<file path="src/rtl/round_controller_pkg.sv">
`default_nettype none
// ============================================================================
//  Module   : round_controller_pkg
//  Purpose  : State encodings, arrow codes and LFSR helpers shared by the
//             rhythm-game round controller and its arrow generator.
//  Revision : 1.0  initial release
// ============================================================================
package round_controller_pkg;

    typedef logic [1:0] state_t;

    localparam state_t c_ST_IDLE  = 2'd0;
    localparam state_t c_ST_SHOW  = 2'd1;
    localparam state_t c_ST_JUDGE = 2'd2;
    localparam state_t c_ST_DONE  = 2'd3;

    localparam logic [2:0] c_ARROW_NONE  = 3'd0;
    localparam logic [2:0] c_ARROW_UP    = 3'd1;
    localparam logic [2:0] c_ARROW_DOWN  = 3'd2;
    localparam logic [2:0] c_ARROW_LEFT  = 3'd3;
    localparam logic [2:0] c_ARROW_RIGHT = 3'd4;

    // Feedback taps q7, q5, q4, q3
    localparam logic [7:0] c_LFSR_TAPS = 8'b1011_1000;

    function automatic logic [7:0] lfsr_advance(input logic [7:0] value);
        return {value[6:0], ^(value & c_LFSR_TAPS)};
    endfunction

    // Two low LFSR bits select UP..RIGHT
    function automatic logic [2:0] arrow_from_bits(input logic [1:0] low_bits);
        return {1'b0, low_bits} + c_ARROW_UP;
    endfunction

endpackage
`default_nettype wire

</file>
<file path="src/rtl/round_controller_lfsr.sv">
`default_nettype none
// ============================================================================
//  Module   : arrow_lfsr
//  Purpose  : 8-bit Fibonacci LFSR producing the pseudo-random arrow stream.
//  Revision : 1.0  initial release
// ============================================================================
module arrow_lfsr
    import round_controller_pkg::*;
#(
    parameter logic [7:0] SEED = 8'hA5
) (
    input  logic       clk,
    input  logic       rst,
    input  logic       load,
    input  logic       step,
    output logic [7:0] value
);

    logic [7:0] r_value_q;
    logic [7:0] w_value_d;

    always_comb begin
        w_value_d = r_value_q;
        if (load) begin
            w_value_d = SEED;
        end else if (step) begin
            w_value_d = lfsr_advance(r_value_q);
        end
    end

    always_ff @(posedge clk) begin
        if (rst) begin
            r_value_q <= SEED;
        end else begin
            r_value_q <= w_value_d;
        end
    end

    assign value = r_value_q;

endmodule
`default_nettype wire

</file>
<file path="src/rtl/round_controller.sv">
`default_nettype none
// ============================================================================
//  Module   : round_controller
//  Purpose  : Sequences arrow windows for a rhythm game, judges each window
//             against the comparator hit flag and keeps score/combo/misses.
//  Revision : 1.0  initial release
// ============================================================================
module round_controller
    import round_controller_pkg::*;
#(
    parameter int         WINDOW_TICKS = 8,
    parameter int         STEPS        = 32,
    parameter int         MAX_MISSES   = 3,
    parameter logic [7:0] SEED         = 8'hA5
) (
    input  logic       clk,
    input  logic       rst,
    input  logic       start,
    input  logic       tick,
    input  logic       hit,
    output logic [2:0] target,
    output logic       window_end,
    output logic [7:0] score,
    output logic [5:0] combo,
    output logic [2:0] misses,
    output logic       playing,
    output logic       game_over
);

    localparam int         c_TICK_W     = (WINDOW_TICKS > 2) ? $clog2(WINDOW_TICKS) : 1;
    localparam logic [c_TICK_W-1:0] c_TICK_LAST = c_TICK_W'(WINDOW_TICKS - 1);
    localparam logic [c_TICK_W-1:0] c_TICK_ONE  = c_TICK_W'(1);
    localparam logic [7:0] c_STEP_LAST  = 8'(STEPS - 1);
    localparam logic [2:0] c_MISS_LIMIT = 3'(MAX_MISSES);
    localparam logic [7:0] c_SCORE_MAX  = 8'hFF;
    localparam logic [5:0] c_COMBO_MAX  = 6'h3F;

    state_t              r_state_q,      w_state_d;
    logic [c_TICK_W-1:0] r_tick_cnt_q,   w_tick_cnt_d;
    logic [7:0]          r_step_q,       w_step_d;
    logic [7:0]          r_score_q,      w_score_d;
    logic [5:0]          r_combo_q,      w_combo_d;
    logic [2:0]          r_misses_q,     w_misses_d;
    logic [2:0]          r_target_q,     w_target_d;
    logic                r_window_end_q, w_window_end_d;
    logic                r_playing_q,    w_playing_d;
    logic                r_game_over_q,  w_game_over_d;

    logic       w_idle_like;
    logic       w_begin_song;
    logic       w_window_close;
    logic       w_song_over;
    logic       w_lfsr_step;
    logic [2:0] w_miss_inc;
    logic [7:0] w_lfsr_value;
    logic [7:0] w_arrow_src;

    assign w_idle_like    = (r_state_q == c_ST_IDLE) || (r_state_q == c_ST_DONE);
    assign w_begin_song   = w_idle_like && start;
    assign w_window_close = (r_state_q == c_ST_SHOW) && tick && (r_tick_cnt_q == c_TICK_LAST);
    assign w_miss_inc     = r_misses_q + 3'd1;
    assign w_song_over    = (!hit && (w_miss_inc == c_MISS_LIMIT)) || (r_step_q == c_STEP_LAST);
    assign w_lfsr_step    = (r_state_q == c_ST_JUDGE) && !w_song_over;

    arrow_lfsr #(
        .SEED (SEED)
    ) u_lfsr (
        .clk   (clk),
        .rst   (rst),
        .load  (w_begin_song),
        .step  (w_lfsr_step),
        .value (w_lfsr_value)
    );

    // State and all output registers
    always_ff @(posedge clk) begin
        if (rst) begin
            r_state_q      <= c_ST_IDLE;
            r_tick_cnt_q   <= '0;
            r_step_q       <= '0;
            r_score_q      <= '0;
            r_combo_q      <= '0;
            r_misses_q     <= '0;
            r_target_q     <= c_ARROW_NONE;
            r_window_end_q <= 1'b0;
            r_playing_q    <= 1'b0;
            r_game_over_q  <= 1'b0;
        end else begin
            r_state_q      <= w_state_d;
            r_tick_cnt_q   <= w_tick_cnt_d;
            r_step_q       <= w_step_d;
            r_score_q      <= w_score_d;
            r_combo_q      <= w_combo_d;
            r_misses_q     <= w_misses_d;
            r_target_q     <= w_target_d;
            r_window_end_q <= w_window_end_d;
            r_playing_q    <= w_playing_d;
            r_game_over_q  <= w_game_over_d;
        end
    end

    always_comb begin
        w_state_d = r_state_q;
        case (r_state_q)
            c_ST_IDLE,
            c_ST_DONE:  if (start) w_state_d = c_ST_SHOW;
            c_ST_SHOW:  if (w_window_close) w_state_d = c_ST_JUDGE;
            c_ST_JUDGE: w_state_d = w_song_over ? c_ST_DONE : c_ST_SHOW;
            default:    w_state_d = c_ST_IDLE;
        endcase
    end

    always_comb begin
        w_tick_cnt_d = r_tick_cnt_q;
        w_step_d     = r_step_q;
        w_score_d    = r_score_q;
        w_combo_d    = r_combo_q;
        w_misses_d   = r_misses_q;
        case (r_state_q)
            c_ST_IDLE,
            c_ST_DONE: begin
                if (start) begin
                    w_tick_cnt_d = '0;
                    w_step_d     = '0;
                    w_score_d    = '0;
                    w_combo_d    = '0;
                    w_misses_d   = '0;
                end
            end
            c_ST_SHOW: begin
                if (tick) begin
                    w_tick_cnt_d = w_window_close ? '0 : (r_tick_cnt_q + c_TICK_ONE);
                end
            end
            c_ST_JUDGE: begin
                if (hit) begin
                    w_score_d = (r_score_q == c_SCORE_MAX) ? r_score_q : (r_score_q + 8'd1);
                    w_combo_d = (r_combo_q == c_COMBO_MAX) ? r_combo_q : (r_combo_q + 6'd1);
                end else begin
                    w_misses_d = w_miss_inc;
                    w_combo_d  = '0;
                end
                if (!w_song_over) begin
                    w_step_d = r_step_q + 8'd1;
                end
            end
            default: ;
        endcase
    end

    // Outputs follow the next state so they line up with the registered state
    always_comb begin
        w_arrow_src = w_lfsr_value;
        if (w_begin_song) begin
            w_arrow_src = SEED;
        end else if (w_lfsr_step) begin
            w_arrow_src = lfsr_advance(w_lfsr_value);
        end

        w_target_d     = c_ARROW_NONE;
        w_window_end_d = 1'b0;
        w_playing_d    = 1'b0;
        w_game_over_d  = 1'b0;
        case (w_state_d)
            c_ST_SHOW: begin
                w_playing_d = 1'b1;
                w_target_d  = arrow_from_bits(w_arrow_src[1:0]);
            end
            c_ST_JUDGE: begin
                w_playing_d    = 1'b1;
                w_window_end_d = 1'b1;
                w_target_d     = arrow_from_bits(w_arrow_src[1:0]);
            end
            c_ST_DONE: w_game_over_d = 1'b1;
            default: ;
        endcase
    end

    assign target     = r_target_q;
    assign window_end = r_window_end_q;
    assign score      = r_score_q;
    assign combo      = r_combo_q;
    assign misses     = r_misses_q;
    assign playing    = r_playing_q;
    assign game_over  = r_game_over_q;

endmodule
`default_nettype wire

</file>
<file path="config.mk">
export PLATFORM = sky130hd
export DESIGN_NAME = round_controller
export DESIGN_NICKNAME = d
export VERILOG_FILES = /design/src/rtl/round_controller_pkg.sv /design/src/rtl/round_controller_lfsr.sv /design/src/rtl/round_controller.sv
export SDC_FILE = /design/constraint.sdc
export NUM_CORES = 1
export LEC_CHECK = 0
export CORE_MARGIN = 2
export CORE_UTILIZATION = 23
export CTS_CLUSTER_DIAMETER = 60
export DETAILED_ROUTE_END_ITERATION = 12
export PLACE_DENSITY = 0.41
export SYNTH_ARGS = -nofsm -noshare
export SYNTH_HDL_FRONTEND = slang
export SYNTH_SLANG_ARGS = --single-unit
</file>
<file path="constraint.sdc">
create_clock -name clk -period 3.7 [get_ports clk]
set_input_delay 0.925 -clock clk [delete_from_list [all_inputs] [get_ports clk]]
set_output_delay 0.925 -clock clk [all_outputs]
set_load 0.005 [all_outputs]
</file>
==> metrics.txt, run 1 <==
share of the synthesized area in the top cell type 38.2%; number of port buffers 27; Routed Antenna Nets 0; largest cells by area after synthesis dfxtp_1 (38%), mux2i_1 (8.2%), ha_1 (6.5%), nand2_1 (3.9%), nor2_1 (3.1%); CTS clk-pin slew, worst paths 90 ps; Area Growth Syn to Fin 22.8%; worst rel slew slack 44.7%; cts bufs inserted 5; post-synth design cell area 2310 sq um; CTS max path bufs 2; status finished clean; Cell Chain, Critical Path clkdlybuf4s50_1 > nor2b_1 > buf_4 > o21ai_0 > nand3_1 > ha_1 > nor2b_1 > and3_1; most numerous cell in the Yosys netlist dfxtp_1; fmax 376 MHz; root buffer cell clkbuf_8; pwr dens 320 nW/um^2; Max stage delay on crit path 580 ps; Die Ht 104 microns; drt first-iter violations 92; first-pass GRT wire length 9410 microns; First-pass DRT Iterations 6; distinct cell type count after synthesis 52; Hold-fix buffers, CTS 0; setup bufs post-CTS 0; Area after DPL 2740 sq um; Placer Congestion 0.749; Layout Nets 307; hold crit path type reg2reg; CP max FO 10; Leakage 1.03 nW; H-tree Lvls 2; Synth Flop Type dfxtp_1; Global Route Usage Sum 10.6%; dpl hpwl 3970 microns; final WL 5630 microns; Crit. End Element flop; largest net degree at the start of global routing 22; syn avg cell area 8.84 sq um; num ports 28; RSZ-0062 raised after global routing false; post-layout min period 2660 ps; crit share post-route 71.9%; vias in the first global route 1836; routed via count 1980; Hold Vio Cnt, Final 0; critical path launch point type input pin; final setup vio count 0; post_cts resized 0; CTS tree built; Tot Pwr 0.907 mW; Die W 104 microns; Req. time, crit path 3890 ps; Synth Instances 261; CP Class in2reg; clock sink count 44; core area 9770 sq um; syn_nets 278; die footprint 10900 sq um; number of diodes 0; asr flop ratio synth 0%; Worst-Margin Slew 809 ps; Skew-Pair Late Insertion Delay 300 ps; setup tns final 0 ps; peak supply drop 0.000158 V; share of layout cells above drive strength 1 8.25%; yosys warns 0; most frequent CP cell nor2b_1; Synth area leader dfxtp_1; maxcap violations 0; Post-route DRC 0; Synth top cells by count dfxtp_1 (44), nand2_1 (24), mux2i_1 (19), nor2_1 (19), nand3_1 (14); register bit total from synthesis 44; sequential-to-total area share from yosys stat 38.2%; routed vias/inst 4.67; WL/cell 13.3 microns; number of enable flip-flop cells after synthesis 0; Fin Clk Skew 12.4 ps; Crit path max-delay family buffers and inverters; initial core utilization 23.6%; Worst Path Buf+Inv 2; Slew Limit Fails 0; final std cell area, no fill 2840 sq um; initial antenna violation count 0; Row Count 36; WP data arrival 2850 ps; CP max-delay cell clkdlybuf4s50_1; grt total ovfl 0
[power by group]
group / total, mW / internal, mW / leakage, nW / switching [mW]
Sequential: 0.484 / 0.479 / 0.356 / 0.00439
Combinational: 0.0975 / 0.0382 / 0.635 / 0.0592
Clock: 0.326 / 0.151 / 0.0434 / 0.174
[per-layer routing]
layer / part of all wire (%) / global-route usage [%]
met3: 4.0 / 2.26
met1: 50 / 15.0
met5: 0 / 0
met2: 44 / 15.9
met4: 1.9 / 3.96
[sequential cells by signal, indices dropped and copies added (netlist names)]
signal	count
window_end	1
target	3
playing	1
r_tick_cnt_q	3
r_state_q	2
game_over	1
u_lfsr.value	8
combo	6
misses	3
r_step_q	8
score	8
[metrics by stage]
step / utilization (%) / hold WS (ps) / std cells / worst slack (ps)
after floorplan: - / 441 / 261 / 1310
after global placement: 28.0 / 457 / 416 / 801
after detailed placement: 28.0 / 466 / 416 / 749
after CTS: 29.0 / 483 / 424 / 1040
after global routing: 29.0 / 506 / 424 / 776
final: 29.0 / 479 / 424 / 1040
[cells in the final DEF (no fill, tap or decap), drive strengths merged, types with 2 or more instances in the layout]
cell,instances
nand2,24
and4,2
a31oi,5
ha,12
nor4b,2
nor2b,6
nand2b,3
clkbuf,6
nor3,6
inv,9
and3,4
o211ai,2
nand3,14
or4,3
a211oi,3
xnor2,4
mux2i,19
a21o,2
o311ai,2
a41oi,2
dfxtp,44
a21boi,2
xor2,2
clkinvlp,2
o21ai,8
a21oi,11
clkdlybuf4s50,27
nand3b,4
nor4,2
nand4,4
or3,9
and2,5
buf,6
nor2,19
a2111oi,3
[logic make-up after synthesis]
logic type,share of synthesized area [%]
buffers and inverters,3.74
and+or+nand+nor,25.7
muxes,8.73
DFF,38.2
adders and majority gates,6.50
AOI/OAI and AO/OA,14.9
xor gates and xnor gates,2.28
[area by class of cell]
class	instances	area, sq um
timing repair buffer	33	315
clock inverter	2	15.0
tap	133	166
fill	1061	6940
sequential	44	881
inverter	9	33.8
clock buffer	6	82.6
multi-input combinational	197	1340
[worst min-delay path, stage by stage (launching register included)]
cell and delay [ps]:
dfxtp_1 330, nand2_1 60, mux2i_1 50
[worst paths after layout]
kind         slack (ps)  cells after the start                      from                        to
max                1040                      8                     start      target[0]$_SDFF_PP0_
min                 480                      2  r_step_q[7]$_SDFFE_PP0P_  r_step_q[7]$_SDFFE_PP0P_
max reg2reg        1240                      9   r_state_q[0]$_SDFF_PP0_      target[0]$_SDFF_PP0_
min reg2reg         480                      2  r_step_q[7]$_SDFFE_PP0P_  r_step_q[7]$_SDFFE_PP0P_
Note: power is estimated with default switching activity, not from simulation.
==> run 2, diff against run 1 <==
--- a/config.mk
+++ b/config.mk
@@ -9,7 +9,7 @@
 export CORE_UTILIZATION = 23
 export CTS_CLUSTER_DIAMETER = 60
 export DETAILED_ROUTE_END_ITERATION = 12
-export PLACE_DENSITY = 0.41
+export PLACE_DENSITY = 0.42
 export SYNTH_ARGS = -nofsm -noshare
 export SYNTH_HDL_FRONTEND = slang
 export SYNTH_SLANG_ARGS = --single-unit
==> constraint.sdc (replaced) <==
create_clock -name clk -period 2.39 [get_ports clk]
set_input_delay 0.5975 -clock clk [delete_from_list [all_inputs] [get_ports clk]]
set_output_delay 0.5975 -clock clk [all_outputs]
set_load 0.005 [all_outputs]
==> metrics.txt, run 2 (synthesis results as in run 1) <==
Hold WS 481 ps (+1.84 ps); FF+latch area 882 sq um (+0.14%); Hold Vio Cnt, Final 0 (unchanged); switching share of power 24.1% (-2.1 points); Reg power frac 50.3% (-3.0 points); Crit path max-delay family simple AND/OR/NAND/NOR gates; Fin Clk Skew 9.81 ps (-2.62 ps); final std cell area, no fill 2990 sq um (+5.6%); routed via count 2035 (+2.8%); Hold-fix buffers, CTS 0 (unchanged); Routed Antenna Nets 0 (unchanged); Die W 104 microns (unchanged); peak supply drop 0.000354 V (+120%); Slew Limit Fails 0 (unchanged); most frequent cells in the layout dfxtp_1 (43), clkdlybuf4s50_1 (27), nand2_1 (24); pwr dens 498 nW/um^2 (+56%); Worst Path Buf+Inv 0 (-2); H-tree Lvls 2 (unchanged); number of diodes 0 (unchanged); root buffer cell clkbuf_8; Die Ht 104 microns (unchanged); Area after DPL 2860 sq um (+4.4%); post-layout util 30.6% (+1.6 points); post_cts resized 0 (unchanged); Setup WS pre-CTS -151 ps (-900 ps); Cell Chain, Critical Path ha_2 > or4b_4 > o22ai_2 > nand3b_1 > nand3_1 > ha_1 > nor2b_1 > and3_1; Layout Nets 323 (+5.2%); Tot Pwr 1.49 mW (+64%); grt total ovfl 0 (unchanged); WP data arrival 2390 ps (-460 ps); Post-route DRC 0 (unchanged); first-pass GRT wire length 9400 microns (-0.15%); area of the multi-input gates 1370 sq um (+2.1%); Req. time, crit path 2580 ps (-1310 ps); Skew-Pair Late Insertion Delay 300 ps (about the same); final setup vio count 0 (unchanged); initial antenna violation count 0 (unchanged); clock network power share 38.1% (+2.2 points); Worst-Margin Slew 508 ps (-301 ps); Placer Congestion 0.746 (-0.32%); CTS max path bufs 2 (unchanged); clock sink count 44 (unchanged); Global Route Usage Sum 10.5% (-0.086 points); CTS clk-pin slew, worst paths 80 ps (about the same); status finished clean; number of port buffers 27 (unchanged); worst setup margin 191 ps (-849 ps); post-layout min period 2200 ps; final WL 5610 microns (-0.37%); crit share post-route 92.0%; CTS tree built; most common cell after layout, fill and taps aside dfxtp_1; # fillers 1058 (-0.28%); switching power 0.359 mW (+51%); Crit. End Element flop; Max stage delay on crit path 520 ps (-60 ps); core area 9770 sq um (unchanged); share of layout cells above drive strength 1 14.0% (+5.8 points); CP max FO 4 (-6); largest net degree at the start of global routing 17 (-23%); Area Growth Syn to Fin 29.7%; drt first-iter violations 63 (-32%); worst rel slew slack 65.2% (+21 points); dpl hpwl 4110 microns (+3.4%); Gate power share 11.7% (+1.0 points); CP Class reg2reg; WL/cell 12.7 microns (-4.0%); Row Count 36 (unchanged); maxcap violations 0 (unchanged); cts bufs inserted 5 (unchanged); num ports 28 (unchanged); critical path launch point type flop; die footprint 10900 sq um (unchanged); vias in the first global route 1925 (+4.8%); RSZ-0062 raised after global routing false; Leakage 1.12 nW (+8.7%); initial core utilization 23.6% (unchanged); Int Pwr 1.13 mW (+69%); First-pass DRT Iterations 4 (-2); routed vias/inst 4.63 (-0.96%); setup bufs post-CTS 0 (unchanged); CP max-delay cell or4b_4; fmax 455 MHz; hold crit path type reg2reg
[run 2: through the flow]
stage,TNS (ps),cells
final,0,440
after CTS,0,440
after global routing,0,440
after detailed placement,-542,432
after global placement,-422,432
after floorplan,0,261
[run 2: worst paths after layout]
path | from | to | slack (ps) | cells after the start
hold / removal | u_lfsr.value[6]$_SDFFE_PP0P_ | u_lfsr.value[7]$_SDFFE_PP1P_ | 480 | 2
hold reg to reg | u_lfsr.value[6]$_SDFFE_PP0P_ | u_lfsr.value[7]$_SDFFE_PP1P_ | 480 | 2
setup / recovery | r_step_q[0]$_SDFFE_PP0P_ | target[0]$_SDFF_PP0_ | 190 | 8
setup reg to reg | r_step_q[0]$_SDFFE_PP0P_ | target[0]$_SDFF_PP0_ | 190 | 8
[run 2: routing by layer]
layer | share of wire (%) | global-route usage [%] | up-vias
met1 | 52 | 14.4 | 959
met2 | 44 | 16.4 | 28
li1 | - | - | 1044
met5 | 0 | 0 | -
met4 | 1.1 | 3.19 | 0
met3 | 3.0 | 2.51 | 4
[run 2: layout make-up]
| cell class | instances | share of cell area [%] |
|---|---|---|
| Clock buffer | 6 | 2.42 |
| Timing Repair Buffer | 49 | 14.5 |
| Clock inverter | 2 | 1.17 |
| Multi-Input combinational cell | 197 | 45.7 |
| Tap cell | 133 | 5.56 |
| Inverter | 9 | 1.13 |
| Sequential cell | 44 | 29.5 |
[run 2: worst reg2reg max path, cell delays in order (launching register included)]
cell	delay (ps)
dfxtp_2	360
ha_2	210
or4b_4	520
o22ai_2	190
nand3b_1	120
nand3_1	130
ha_1	240
nor2b_1	160
and3_1	180
[run 2: power groups by stage]
| stage | clock (mW) | combinational, mW | sequential (mW) |
|---|---|---|---|
| CTS | 0.598 | 0.177 | 0.749 |
| floorplan | 0 | 0.0962 | 0.765 |
| finish | 0.567 | 0.174 | 0.749 |
| global placement | 0 | 0.176 | 0.766 |
| global route | 0.626 | 0.197 | 0.750 |
| detailed placement | 0 | 0.176 | 0.766 |
